[src/rtl/scp_int_pkg.sv]
// rtl/scp_int_pkg.sv - shared constants and state encoding for the interrupt controller
package scp_int_pkg;

  localparam int          NUM_IRQ  = 8;
  localparam logic [15:0] VEC_BASE = 16'h0010;

  typedef enum logic [1:0] {
    ST_IDLE   = 2'd0,
    ST_VECTOR = 2'd1,
    ST_ACTIVE = 2'd2,
    ST_RETURN = 2'd3
  } int_state_e;

endpackage

[src/rtl/irq_prio_enc.sv]
// rtl/irq_prio_enc.sv - lowest-index-first priority encoder over eight request bits
module irq_prio_enc
  import scp_int_pkg::*;
(
  input  logic [7:0] req,
  output logic [2:0] idx,
  output logic       valid
);

  always_comb begin
    idx   = 3'd0;
    valid = |req;
    // Scan downwards so the lowest set bit is the last one written.
    for (int i = 7; i >= 0; i--) begin
      if (req[i]) idx = 3'(i);
    end
  end

endmodule

[src/rtl/int_ctrl.sv]
// rtl/int_ctrl.sv - non-nesting vectored interrupt controller driving PC redirects
module int_ctrl #(
  parameter logic [15:0] VEC_BASE = scp_int_pkg::VEC_BASE,
  parameter int          NUM_IRQ  = scp_int_pkg::NUM_IRQ
) (
  input  logic               clk,
  input  logic               rst,
  input  logic [NUM_IRQ-1:0] irq,
  input  logic [NUM_IRQ-1:0] mask_in,
  input  logic               mask_we,
  input  logic               boundary,
  input  logic [15:0]        pc_val,
  input  logic               reti,
  output logic [15:0]        int_out,
  output logic               int_we,
  output logic               int_busy,
  output logic [2:0]         int_id,
  output logic [NUM_IRQ-1:0] pending
);

  import scp_int_pkg::*;

  int_state_e         state, state_nx;
  logic [NUM_IRQ-1:0] irq_q;
  logic [NUM_IRQ-1:0] mask;
  logic [15:0]        saved_pc;
  logic [NUM_IRQ-1:0] irq_edge;
  logic [NUM_IRQ-1:0] clr_mask;
  logic [2:0]         sel_idx;
  logic               sel_valid;
  logic               accept;

  assign irq_edge = irq & ~irq_q;
  assign clr_mask = accept ? (NUM_IRQ'(1) << sel_idx) : '0;
  assign int_busy = (state != ST_IDLE);

  irq_prio_enc u_prio (
    .req   (pending & ~mask),
    .idx   (sel_idx),
    .valid (sel_valid)
  );

  always_ff @(posedge clk or negedge rst) begin
    if (!rst) state <= ST_IDLE;
    else      state <= state_nx;
  end

  // A new edge wins over the accept-time clear of the same line.
  always_ff @(posedge clk or negedge rst) begin
    if (!rst) begin
      irq_q    <= '0;
      mask     <= '1;
      pending  <= '0;
      saved_pc <= 16'h0000;
      int_id   <= 3'd0;
    end else begin
      irq_q   <= irq;
      pending <= (pending & ~clr_mask) | irq_edge;
      if (mask_we) mask <= mask_in;
      if (accept) begin
        saved_pc <= pc_val;
        int_id   <= sel_idx;
      end
    end
  end

  always_comb begin
    state_nx = state;
    accept   = 1'b0;
    int_we   = 1'b0;
    int_out  = 16'h0000;
    case (state)
      ST_IDLE: begin
        if (boundary && sel_valid) begin
          accept   = 1'b1;
          state_nx = ST_VECTOR;
        end
      end
      ST_VECTOR: begin
        int_we   = 1'b1;
        int_out  = VEC_BASE + {12'd0, int_id, 1'b0};
        state_nx = ST_ACTIVE;
      end
      ST_ACTIVE: begin
        if (reti) state_nx = ST_RETURN;
      end
      ST_RETURN: begin
        int_we   = 1'b1;
        int_out  = saved_pc;
        state_nx = ST_IDLE;
      end
      default: state_nx = ST_IDLE;
    endcase
  end

endmodule

[config.mk]
export PLATFORM = sky130hd
export DESIGN_NAME = int_ctrl
export DESIGN_NICKNAME = d
export VERILOG_FILES = /design/src/rtl/scp_int_pkg.sv /design/src/rtl/irq_prio_enc.sv /design/src/rtl/int_ctrl.sv
export SDC_FILE = /design/constraint.sdc
export NUM_CORES = 1
export LEC_CHECK = 0
export CAP_MARGIN = 40
export CORE_MARGIN = 5
export CORE_UTILIZATION = 35
export CTS_CLUSTER_SIZE = 25
export DETAILED_ROUTE_END_ITERATION = 8
export HOLD_SLACK_MARGIN = 0.15
export PLACE_DENSITY = 0.62
export SETUP_SLACK_MARGIN = 0.05
export SLEW_MARGIN = 15
export SYNTH_ARGS = -nofsm -noshare
export SYNTH_HDL_FRONTEND = slang
export SYNTH_HIERARCHICAL = 1
export SYNTH_SLANG_ARGS = --single-unit
[constraint.sdc]
create_clock -name clk -period 3.1 [get_ports clk]
set_input_delay 0.465 -clock clk [delete_from_list [all_inputs] [get_ports clk]]
set_output_delay 0.465 -clock clk [all_outputs]
set_load 0.005 [all_outputs]
==> results of run 1 <==
## cell usage after synthesis
cell type,number,area (µm²)
inv_1,12,45.04
nor2_1,3,11.26
a21boi_0,1,7.510
o21ai_1,4,20.02
and3b_1,1,8.760
buf_6,2,22.52
buf_2,1,5.000
mux2_4,15,225.2
nand3_1,1,5.000
a21o_1,1,7.510
o41ai_2,1,16.27
clkbuf_1,1,3.750
nand3_2,1,10.01
o21ai_0,8,40.04
a22o_1,3,26.28
or2_2,1,6.260
and2_1,12,75.07
o22a_1,1,8.760
nand2_1,4,15.01
o31ai_1,4,30.03
ha_1,4,50.05
nor4_2,1,12.51
dfrtp_1,37,925.9
mux2_2,12,135.1
o21bai_1,1,7.510
nor2b_1,10,62.56
o41ai_1,1,8.760
nand4_1,1,6.260
nand2b_1,2,12.51
dfstp_2,8,210.2
a21oi_1,2,10.01
## power by group through the flow
stage | clock network, mW | registers (mW) | logic (mW)
6_report | 0.449 | 0.874 | 0.924
5_1_grt | 0.484 | 0.897 | 1.01
4_1_cts | 0.460 | 0.876 | 0.944
3_5_place_dp | 0 | 0.886 | 0.934
3_3_place_gp | 0 | 0.888 | 0.922
2_1_floorplan | 0 | 0.857 | 0.534
## flip-flops by register name (all words and copies together), names as in the netlist
signal	flops
mask	8
state	2
saved_pc	16
int_id	3
pending	8
irq_q	8
## cell type report
type,count,area (µm²)
Sequential cell,45,1136
Tap cell,72,90.09
Timing Repair Buffer,68,683.2
Fill cell,499,2686
Clock buffer,5,68.82
Inverter,12,45.04
Clock inverter,3,46.29
Multi-Input combinational cell,95,818.3
## stage by stage
step | total power, mW | setup WS [ns] | instance area, µm² | hold slack [ns] | util [%]
after floorplan | 1.391 | 1.128 | 2031 | 0.1694 | -
after global placement | 1.810 | 0.8491 | 2743 | 0.3955 | 49.20
after detailed placement | 1.820 | 0.8155 | 2763 | 0.3986 | 49.56
after CTS | 2.279 | 0.6632 | 2888 | 0.4021 | 51.81
after global routing | 2.386 | 0.5550 | 2888 | 0.4117 | 51.81
final | 2.247 | 0.7145 | 2888 | 0.3956 | 51.81
## worst min-delay path by stage
stage                   from         end  slack [ns]  cells past startpoint
floorplan                rst   int_id[0]        0.17                      0
global placement    irq_q[6]  pending[6]        0.40                      1
detailed placement  irq_q[2]  pending[2]        0.40                      1
CTS                 irq_q[6]  pending[6]        0.40                      1
global route        irq_q[6]  pending[6]        0.41                      1
finish              irq_q[6]  pending[6]        0.40                      1
## worst reg2reg max path, stage by stage, from the launching register on
cell and delay (ns):
dfstp_2 0.54, nor2b_1 0.07, nor4_2 0.33, nand3_1 0.21, nand3_2 0.59, mux2_2 0.41
## routing by layer
| metal | track usage (%) | wire length, µm |
|---|---|---|
| met1 | 15.57 | 1951 |
| met2 | 21.02 | 2286 |
| met3 | 3.042 | 181 |
| met4 | 4.249 | 37 |
| met5 | 0 | 0 |
## cells in the final DEF (no fill, tap or decap)
| master | count |
|---|---|
| mux2_4 | 15 |
| a21o_1 | 1 |
| nand3_1 | 1 |
| buf_4 | 1 |
| dfstp_2 | 8 |
| a22o_1 | 3 |
| bufinv_16 | 1 |
| o22a_1 | 1 |
| nand4_1 | 1 |
| o31ai_1 | 4 |
| clkinvlp_4 | 1 |
| dfrtp_1 | 37 |
| nand2_1 | 4 |
| o41ai_1 | 1 |
| dlygate4sd3_1 | 1 |
| a21boi_0 | 1 |
| clkdlybuf4s50_1 | 64 |
| inv_1 | 12 |
| and3b_1 | 1 |
| or2_2 | 1 |
| ha_1 | 4 |
| o21bai_1 | 1 |
| clkbuf_8 | 5 |
| nor4_2 | 1 |
| mux2_2 | 12 |
| o21ai_0 | 8 |
| a21oi_1 | 2 |
| o41ai_2 | 1 |
| nand3_2 | 1 |
| nand2b_1 | 2 |
| clkinv_4 | 1 |
| nor2_1 | 3 |
| buf_2 | 1 |
| o21ai_1 | 4 |
| and2_1 | 12 |
| nor2b_1 | 10 |
| buf_12 | 1 |
## kinds of logic (layout without fill, tap and decap cells)
group                    count (synthesis)  after routing  share of synthesized area, %
adder cells (fa/ha/maj)                  4              4                         2.465
multiplexers                            27             27                         17.75
AND/OR/NAND/NOR                         37             37                         11.09
flip-flops                              45             45                         55.95
buffers and inverters                   16             88                         3.758
AO/OA/AOI/OAI                           27             27                         8.997
## repair_timing
action / 4_1_cts / 5_1_grt
endpoints found under the hold margin: 13 / 0
hold buffers: 1 / 0
endpoints found under the setup margin: 0 / 0
==> reports/qor_table.md, run 1 <==
| Result | Reported |
|:---|:---|
| Result of the run | finished, final reports clean |
| DR vias/cell | 4.570 |
| Clock network latency to the later pin of the worst-skew pair | 0.30 ns |
| Cell chosen for the clock root | clkbuf_8 |
| Sw Pwr | 0.6373 mW |
| Worst ir drop on vdd | 0.4089 mV |
| Dpl hpwl | 3.395 mm |
| Total Neg Setup Slack | 0 ns |
| Final critical path time including I/O delays and setup | 2.386 ns |
| Overall die width | 86.17 µm |
| Maximum buffer depth of the clock tree | 2 |
| Critical Path Source | state[0] |
| Critical Path, Cell by Cell | ha_1 > a22o_1 > clkdlybuf4s50_1 |
| Static leakage | 1.255 nW |
| Clk pwr share | 20.0% |
| Max-slew violation total from the final report | 0 |
| Proportion of total power due to net switching | 28.37% |
| Number of distinct library cell variants in the gate-level netlist after synthesis | 31 |
| Ys Warns | 6 |
| Slack of the worst reg-to-reg path | 0.83 ns |
| Post-synth net total | 197 |
| Wire length of the first global-routing pass | 7.251 mm |
| Count of placed standard cells including taps | 291 |
| Worst setup skew after layout | 0.01152 ns |
| Post-Syn Instances | 156 |
| Endpoint of the most critical setup path | int_out[1] |
| Combinational fraction of design power | 41.1% |
| Detailed router's first-iteration violation count | 40 |
| Relative area change from synthesis to final layout | 42.21% |
| Vias in the first global route | 1482 |
| Unrepaired setup endpoints after global routing | false |
| DRC violations left | 0 |
| Count of buffers from port buffering | 65 |
| Worst reg2reg endpoint | int_id[1] |
| Buffers and inverters on the worst path | 1 |
| Setup Buffers After CTS | 0 |
| Clock buffers created by TritonCTS | 5 |
| Crit-path max cell delay | 0.50 ns |
| Critical setup path kind | reg -> out |
| Vias after detailed routing | 1371 |
| Critical-path top delay cell | clkdlybuf4s50_1 |
| Sequential fraction of the synthesis area | 55.95% |
| Die Y | 86.17 µm |
| Stages on worst setup path | 3 |
| Wirelength, routed | 4.456 mm |
| Power per cell area | 778.0 nW/µm² |
| Arrival time worst endpoint | 1.92 ns |
| Cell area after synthesis | 2031 µm² |
| Initial cell density of the core | 36.43% |
| Number of hold-slack violations in the final timing report | 0 |
| Relative slew margins | 50.39% |
| Hold Path Class | reg -> reg |
| Kind of end point of the critical path | output port |
| Req. time, crit path | 2.63 ns |
| Final weighted congestion in routability-driven placement | 0.7972 |
| Remaining antenna violation count after routing | 0 |
| Synth Register Bits | 45 |
| Period Utilization, post-route | 76.95% |
| Total congestion overflow after global routing | 0 |
| # clock sinks | 45 |
| Maximum number of pins on one net before global-route repair | 28 |
| Total Nets Final | 268 |
| Global router's overall resource usage | 12.44% |
| Reported max-cap violation count | 0 |
| Initial antenna violation count | 0 |
| Non-Filler Instances | 300 |
| Number of endpoints failing setup at the final stage | 0 |
| Average detailed-routed wire length per instance | 14.85 µm |
| Count of TritonRoute iterations in the first routing pass | 4 |
| Number of instances resized during post-cts repair | 0 |
| Number of levels the H-tree was split into | 2 |
| Antenna cell count | 0 |
| Ratio of cells with drive above 1 in the final layout | 21.93% |
| TritonCTS clock tree | yes |
| Highest clock frequency the design can meet | 0.4192 GHz |
| CP startpoint kind | register |
| Top delay family on crit path | buffers and inverters |
| CTS clock-pin slew for the worst setup and hold paths | 0.09 ns |
| Core area | 5574 µm² |
| Placement Rows | 27 |
| Synth Area per Inst | 13.02 µm² |
| IO Count | 66 |
| Cell internal power dissipation | 1.609 mW |
| Launch point of the worst reg-to-reg path | mask[4] |
| Flop pwr share | 38.9% |
| Crit-path max FO | 17 |
| Worst-Margin Slew | 0.7433 ns |
| Die Area | 7425 µm² |
| Worst reg-to-reg path cell count | 5 |
No activity file was read; power rests on OpenSTA's default activity.
==> inputs of run 2 (changes only) <==
--- a/config.mk
+++ b/config.mk
@@ -11,7 +11,7 @@
 export CTS_CLUSTER_SIZE = 25
 export DETAILED_ROUTE_END_ITERATION = 8
 export HOLD_SLACK_MARGIN = 0.15
-export PLACE_DENSITY = 0.62
+export PLACE_DENSITY = 0.64
 export SETUP_SLACK_MARGIN = 0.05
 export SLEW_MARGIN = 15
 export SYNTH_ARGS = -nofsm -noshare
==> constraint.sdc (replaced) <==
create_clock -name clk -period 2.1 [get_ports clk]
set_input_delay 0.315 -clock clk [delete_from_list [all_inputs] [get_ports clk]]
set_output_delay 0.315 -clock clk [all_outputs]
set_load 0.005 [all_outputs]
==> run 2 against run 1 <==
  * Count of clock-buffer cells in the layout grew 3
  * Cell count increased by 2.0%
  * Die area is the same
  * Clock power increased by 22%
  * Core utilization rose by 1.3 points
  * Design area up 2.4%
  * Sequential cell count is the same
  * Register-to-register slack got worse by 0.68 ns
  * Clock skew fell by 0.0043 ns
  * Combinational power grew 61%
  * Power grew 49%
  * Sequential power increased by 49%
  * Critical endpoint is now int_out[3]
  * Largest power group unchanged
==> reports/qor_table.md, run 2 (synthesis results as in run 1) <==
| Result | Reported |
|:---|:---|
| Antenna cell count | 0 |
| Reg with most FFs | saved_pc |
| CTS clock-pin slew for the worst setup and hold paths | 0.08 ns |
| Maximum buffer depth of the clock tree | 2 |
| Vias after detailed routing | 1445 |
| Area of the multi-input gates | 850.8 µm² |
| Initial cell density of the core | 36.43% |
| Detailed router's first-iteration violation count | 49 |
| Total congestion overflow after global routing | 0 |
| Area occupied by registers | 1139 µm² |
| Clock network latency to the later pin of the worst-skew pair | 0.29 ns |
| Flip-flop count of the largest register, all copies and words added | 16 |
| IO Count | 66 |
| Hold WS | 0.4153 ns |
| Most common cell after layout, fill and taps aside | clkdlybuf4s50_1 |
| Worst ir drop on vdd | 0.6032 mV |
| CP startpoint kind | register |
| TritonCTS clock tree | yes |
| Final critical path time including I/O delays and setup | 1.983 ns |
| Power per cell area | 1130 nW/µm² |
| Global router's overall resource usage | 13.86% |
| Worst-Margin Slew | 0.4091 ns |
| Ratio of cells with drive above 1 in the final layout | 25.21% |
| Relative slew margins | 72.64% |
| Max-slew violation total from the final report | 0 |
| Req. time, crit path | 1.78 ns |
| Dpl hpwl | 3.537 mm |
| Result of the run | finished, final reports clean |
| Vias in the first global route | 1576 |
| Highest clock frequency the design can meet | 0.5043 GHz |
| Post-route cell area | 2958 µm² |
| Critical setup path kind | reg -> out |
| Cell chosen for the clock root | clkbuf_8 |
| Kind of end point of the critical path | output port |
| Number of endpoints failing setup at the final stage | 0 |
| Unrepaired setup endpoints after global routing | true |
| # clock sinks | 45 |
| DRC violations left | 0 |
| Post-detailed-placement cell area | 2805 µm² |
| DR vias/cell | 4.722 |
| Initial antenna violation count | 0 |
| Wirelength, routed | 4.662 mm |
| Min-Delay Startpoint | irq_q[5] |
| Fillers | 521 |
| Number of hold-slack violations in the final timing report | 0 |
| Count of buffers from port buffering | 65 |
| Die Area | 7425 µm² |
| Total Nets Final | 274 |
| Final weighted congestion in routability-driven placement | 0.7589 |
| Core area | 5574 µm² |
| Die Y | 86.17 µm |
| Reported max-cap violation count | 0 |
| Critical Path Source | state[0] |
| Arrival time worst endpoint | 1.67 ns |
| Maximum number of pins on one net before global-route repair | 20 |
| Crit-path max FO | 17 |
| Number of levels the H-tree was split into | 2 |
| Average detailed-routed wire length per instance | 15.24 µm |
| Placement Rows | 27 |
| Static leakage | 1.295 nW |
| Hold Path Class | reg -> reg |
| Count of TritonRoute iterations in the first routing pass | 4 |
| Wire length of the first global-routing pass | 7.914 mm |
| Launch point of the worst reg-to-reg path | mask[5] |
| Remaining antenna violation count after routing | 0 |
| Period Utilization, post-route | 94.42% |
| Highest-count cells in the layout ignoring fill and taps | clkdlybuf4s50_1 (63), dfrtp_1 (35), mux2_4 (15) |
| Worst setup skew after layout | 0.007218 ns |
| Total Neg Setup Slack | 0 ns |
| Relative area change from synthesis to final layout | 45.66% |
| Overall die width | 86.17 µm |
| Share of the core filled with cells | 53.06% |
| Clock buffers created by TritonCTS | 5 |
run 2: layer usage:
layer  vias up  part of all wire, %  global-route usage, %
met5         -                    0                      0
met4         0                  1.3                  5.099
met3         6                  6.3                  5.038
met2        42                   47                  21.30
met1       710                   45                  17.95
li1        687                    -                      -
run 2: final cells by class:
cell class,count,area share (%)
multi-input combinational,95,28.76
timing repair buffer,74,25.13
sequential,45,38.49
inverter,12,1.523
tap,72,3.046
clock buffer,8,3.046
run 2: through the flow:
step                      power [mW]  worst slack (ns)  instances
after floorplan                2.053            0.1280        156
after global placement         2.742            0.1013        295
after detailed placement       2.743            0.1253        295
after CTS                      3.358           0.03118        305
after global routing           3.588           0.01615        306
final                          3.342            0.1172        306
run 2: report_power, final:
group | switching, mW | leakage [nW] | total, mW | internal, mW
logic | 0.520 | 0.750 | 1.49 | 0.969
clock network | 0.280 | 0.0455 | 0.548 | 0.269
registers | 0.166 | 0.500 | 1.30 | 1.14
run 2: what timing repair did:
action                                  CTS  global route
pin swaps                                 1             4
resized for setup                         3             5
endpoints found under the setup margin   17            23
hold buffers                              1             0
endpoints found under the hold margin     8             0
buffers inserted                          1             1
run 2: worst paths after layout:
check / to / slack, ns / cells after the start
worst min-delay path: pending[5] / 0.42 / 1
worst max-delay path: int_out[3] / 0.12 / 3
worst max register to register: saved_pc[15] / 0.15 / 6
worst min register to register: pending[5] / 0.42 / 1
min in group asynchronous: irq_q[4] / 0.47 / 2
max in group asynchronous: state[1] / 1.01 / 3
run 2: worst max-delay path, stage by stage, from the launching register on:
cell and delay, ns:
dfrtp_2 0.46, ha_4 0.24, a22o_1 0.22, clkdlybuf4s50_1 0.45
